$ cat src/rtl/io_led_switch_ctrl.sv
// Memory-mapped LED output register and debounced switch input register.
// Define SW_DEBOUNCE_EN to compile in the DB_CYCLES stability filter on the switches.
module io_led_switch_ctrl #(
    parameter logic [31:0] LED_ADDR  = 32'hFFFF_FC60,
    parameter logic [31:0] SW_ADDR   = 32'hFFFF_FC70,
    parameter logic [19:0] DB_CYCLES = 20'd1000000
) (
    input  logic        clock,
    input  logic        reset,
    input  logic        led_ctrl,
    input  logic        switch_ctrl,
    input  logic [31:0] addr,
    input  logic [31:0] write_data,
    input  logic [15:0] switch_in,
    output logic [15:0] io_read_data,
    output logic [15:0] led,
    output logic        sw_changed
);

    logic [15:0] s1;
    logic [15:0] s2;
    logic [15:0] sw_stable;
    logic [15:0] sw_stable_d;
    logic        sw_changed_d;

    logic [15:0] unused_write_data;
    assign unused_write_data = write_data[31:16];

    always_ff @(posedge clock or posedge reset) begin
        if (reset) begin
            led <= 16'h0000;
        end else if (led_ctrl && (addr == LED_ADDR)) begin
            led <= write_data[15:0];
        end
    end

    // Raw switches are asynchronous to clock; two flops before any use.
    always_ff @(posedge clock or posedge reset) begin
        if (reset) begin
            s1 <= 16'h0000;
            s2 <= 16'h0000;
        end else begin
            s1 <= switch_in;
            s2 <= s1;
        end
    end

`ifdef SW_DEBOUNCE_EN
    logic [19:0] db_cnt;
    logic [19:0] db_cnt_d;

    // Count consecutive edges on which s2 differs from sw_stable as a whole vector;
    // only a return to sw_stable restarts the window.
    always_comb begin
        sw_stable_d  = sw_stable;
        db_cnt_d     = db_cnt;
        sw_changed_d = 1'b0;
        if (s2 == sw_stable) begin
            db_cnt_d = 20'd0;
        end else if (db_cnt == (DB_CYCLES - 20'd1)) begin
            sw_stable_d  = s2;
            db_cnt_d     = 20'd0;
            sw_changed_d = 1'b1;
        end else begin
            db_cnt_d = db_cnt + 20'd1;
        end
    end

    always_ff @(posedge clock or posedge reset) begin
        if (reset) begin
            db_cnt <= 20'd0;
        end else begin
            db_cnt <= db_cnt_d;
        end
    end
`else
    logic [19:0] unused_db_cycles;
    assign unused_db_cycles = DB_CYCLES;

    always_comb begin
        sw_stable_d  = s2;
        sw_changed_d = (s2 != sw_stable);
    end
`endif

    always_ff @(posedge clock or posedge reset) begin
        if (reset) begin
            sw_stable  <= 16'h0000;
            sw_changed <= 1'b0;
        end else begin
            sw_stable  <= sw_stable_d;
            sw_changed <= sw_changed_d;
        end
    end

    assign io_read_data = (switch_ctrl && (addr == SW_ADDR)) ? sw_stable : 16'h0000;

endmodule

$ cat config.mk
export PLATFORM = sky130hd
export DESIGN_NAME = io_led_switch_ctrl
export DESIGN_NICKNAME = d
export VERILOG_FILES = /design/src/rtl/io_led_switch_ctrl.sv
export SDC_FILE = /design/constraint.sdc
export NUM_CORES = 1
export LEC_CHECK = 0
export ABC_AREA = 1
export CAP_MARGIN = 15
export CORE_MARGIN = 10
export CORE_UTILIZATION = 43
export DETAILED_ROUTE_END_ITERATION = 6
export PLACE_DENSITY_LB_ADDON = 0.12
export SLEW_MARGIN = 20
export SYNTH_ARGS = -nofsm -noshare
export SYNTH_HDL_FRONTEND = slang
export SYNTH_SLANG_ARGS = --single-unit
export TNS_END_PERCENT = 30
$ cat constraint.sdc
create_clock -name clock -period 3.8 [get_ports clock]
set_input_delay 0.57 -clock clock [delete_from_list [all_inputs] [get_ports clock]]
set_output_delay 0.57 -clock clock [all_outputs]
set_load 0.005 [all_outputs]
* After elaboration in Yosys (flattened, before gate mapping)
Index checks and enable logic that the tools add are counted.
Cells by class: eq/ne operators 3, reduce and logical (&&, ||, !) cells 2, multiplexer cells 1
Operators by type and width (count):
- $eq A32 B32 Y1 const B | 2
- $mux W16 | 1
- $ne A16 B16 Y1 | 1
- $logic_and A1 B1 Y1 | 2
Storage, ports and cells: input bits 84, flip-flop bits (word level) 65, word-level logic and storage cells 11

* Logic depth before layout (Yosys ltp)
depth in word-level cells 3, gate-level depth with buffers 9, mapped depth without buffers 8

* Worst setup path after synthesis
OpenSTA, ideal clock, no wires.
path kind input-to-output, start point input addr[3], end point output io_read_data[10], arrival time 1397 ps, buffers on the path 1, slack 1833 ps, cell stages on the path 6, cells stage by stage nor2_1 > nand3_1 > nor2_4 > nand3_4 > buf_6 > nor2_2
Between the ends: cells in the longest elaborated chain, start to end 3
RTL lines:
- start: declaration | line 12 | input logic [31:0] addr,
- $eq A32 B32 Y1 | line 96 | assign io_read_data = (switch_ctrl && (addr == SW_ADDR)) ? sw_stable : 16'h0000;
- $logic_and A1 B1 Y1 | line 96
- $mux W16 | line 96
- end: declaration | line 15 | output logic [15:0] io_read_data,
No other way between the ends.

* Worst setup path in the final report
start point input addr[17], end point output io_read_data[3]
The elaborated chain is that of the path after synthesis.

==> flow_summary.yaml <==
outcome:
  status: "complete, no violations"
detailed_routing:
  vias: 1751
  drc: 0
  drt_pre_antenna_iters: 4
  routedWlPerCell_um: 13.8
  drtAntennaViolNets: 0
  viasPerCell: 4.41
  drt_iter0_markers: 48
  totalWireLength_um: 5490
cts:
  clock-root-buffer: "clkbuf_8"
  htree_levels: 3
  cts_tree: "done"
  clkLatencyLatePin_ns: 0.33
  postCtsSetupBuffers: 0
  hold_buffers: 0
  cts_made_buffers: 9
  cts_resized: 0
  clk_pin_slew_ns: 0.07
  numClockSinks: 65
  clockBufferDepth: 2
worst_setup_path:
  cp_data_required_time_ns: 3.23
  cp_max_fo: 16
  r2r_start: "sw_stable[1]"
  cpMaxStageDelayCell: "clkdlybuf4s50_1"
  r2r_cells: 5
  slowest_delay_ns: 0.53
  endpoint_kind: "output port"
  regToRegEndpoint: "sw_changed"
  path_cells: "clkdlybuf4s50_1 -> nand2_1 -> nor2_1 -> nand2_1 -> nor2_4 -> nand3_4 -> nor2_1 -> clkdlybuf4s50_1"
  cp_data_arrival_time_ns: 2.33
  critPathKind: "input pin to output port"
  ff2ff_setup_slack_ns: 2.80
  cp-start-kind: "input pin"
timing:
  fmax_ghz: 0.345
  rsz0062_at_grt: "no"
  period_needed_ns: 2.90
  skew_ns: 0.00906
  setup_tns_ns: 0
  slew_viol_final: 0
  max-slew-margin-rel_pct: 51.4
  hold_slack_ns: 0.350
  period_share_pct: 76.3
  tightestPinTransition_ns: 0.728
  finalSetupViolations: 0
  hold_viol: 0
pwr:
  power_density_nw_per_um2: 383
  p_leak_uw: 0.00165
  max-vdd-ir-drop_mv: 0.235
  p_total_uw: 1410
floorplanning:
  row_count: 27
  chipHeight_um: 94.9
  coreArea_um2: 5470
  die_w_um: 94.9
  initial_core_util_pct: 44.1
  die_area_um2: 9010
  io_pins: 117
logic_synthesis:
  synth_cell_types: 15
  ys_warn_count: 0
  synthArstFlopShare_pct: 100
  ys_ff_latch: 65
  synth_edf_count: 0
  muxShareOfSynthArea_pct: 0
  synthXorXnorAreaFrac_pct: 5.81
  yosysSeqAreaShare_pct: 67.4
  synth_top_family_by_area: "simple AND/OR/NAND/NOR gates"
  avgSynthCellArea_um2: 11.4
  synth_compound_area_share_pct: 0
  synthAdderAreaFrac_pct: 0
  syn_inst: 211
  synth_nets: 295
  syn_area_um2: 2410
  yosys.area_share.simple_pct: 21.8
  synthFlopType: "dfrtp_1"
cells_and_area:
  num_antenna_cells: 0
  fin_nets: 404
  finish.instance_area_um2: 3680
  area_delta_synth_final_pct: 52.4
  drive_above_1_share_pct: 11.1
  final_cell_mix: "clkdlybuf4s50_1 (100), dfrtp_1 (65), nand2_1 (49), inv_1 (20), nand4_1 (19)"
  layout_commonest_cell: "clkdlybuf4s50_1"
job:
  cap_violations: 0
global_route:
  antenna_found_initial: 0
  grt_max_degree: 42
  grt_pass1_wl_um: 8760
  grt_pass1_vias: 1789
  grt.total_usage_pct: 12.8
  overflow: 0
hold_path:
  hold_end: "s2[1]"
  hold_class: "flip-flop to flip-flop"
  whs_path_depth: 0
  hp-start: "s1[1]"
placement:
  dpl-instance-area_um2: 3480
  io_buffers: 100
  gp_congestion: 0.791
  dp_hpwl_um: 4300
-- registers in the layout, summed over array words and instances (netlist names) --
name	cells
sw_changed	1
s2	16
sw_stable	16
s1	16
led	16
-- kinds of logic after synthesis --
logic type | Yosys count
flip-flops | 65
buffers and inverters | 26
AND/OR/NAND/NOR | 104
XOR/XNOR | 16
-- worst max-delay path, delay by kind of cell --
family | cells | cell delay, ns
and+or+nand+nor | 6 | 0.77
buffers and inverters | 2 | 0.98
-- routing by layer --
layer	wire [um]	vias to the layer above	track usage, %	part of all wire, %
li1	-	879	-	-
met4	56	0	4.86	1.0
met5	0	-	0	0
met3	769	8	8.88	14
met2	2710	70	21.1	49
met1	1950	794	12.4	36
-- through the flow --
stage	setup WS [ns]	std cells	util, %
after floorplan	1.60	211	-
after global placement	0.880	381	63.7
after detailed placement	0.866	381	63.7
after CTS	0.869	397	67.2
after global routing	0.777	397	67.2
final	0.901	397	67.2
-- cell type report --
| cell class | count | area, um2 |
|---|---|---|
| timing repair buffer | 103 | 1020 |
| fill | 444 | 1790 |
| clock inverter | 7 | 70.1 |
| tap | 72 | 90.1 |
| clock buffer | 9 | 124 |
| multi-input combinational | 120 | 666 |
| inverter | 21 | 78.8 |
| sequential | 65 | 1630 |
-- power breakdown --
part	internal [uW]	switching [uW]
Combinational	76.1	35.6
Sequential	717	13.6
Clock	303	265
Total	1100	314
-- how the worst max path moves through the flow --
stage | start | endpoint | slack, ns | depth (start not counted)
after floorplan | reset | led[0] | 1.60 | 1
after global placement | addr[17] | io_read_data[3] | 0.88 | 8
after detailed placement | addr[17] | io_read_data[3] | 0.87 | 8
after CTS | addr[17] | io_read_data[3] | 0.87 | 8
after global routing | addr[17] | io_read_data[3] | 0.78 | 8
final | addr[17] | io_read_data[3] | 0.90 | 8
-- Yosys cell counts, types with 2 or more instances --
master,n,area share (%)
nand4_1,19,4.9
xnor2_1,14,5.1
buf_6,2,0.93
nor2_1,18,2.8
inv_1,21,3.3
nor2_4,2,0.93
xor2_1,2,0.73
nand2_1,49,7.6
nor2_2,11,2.9
dfrtp_1,65,67
nand3_1,2,0.41
nand3_4,2,1.5
buf_4,2,0.62
Note: power is estimated with default switching activity, not from simulation.
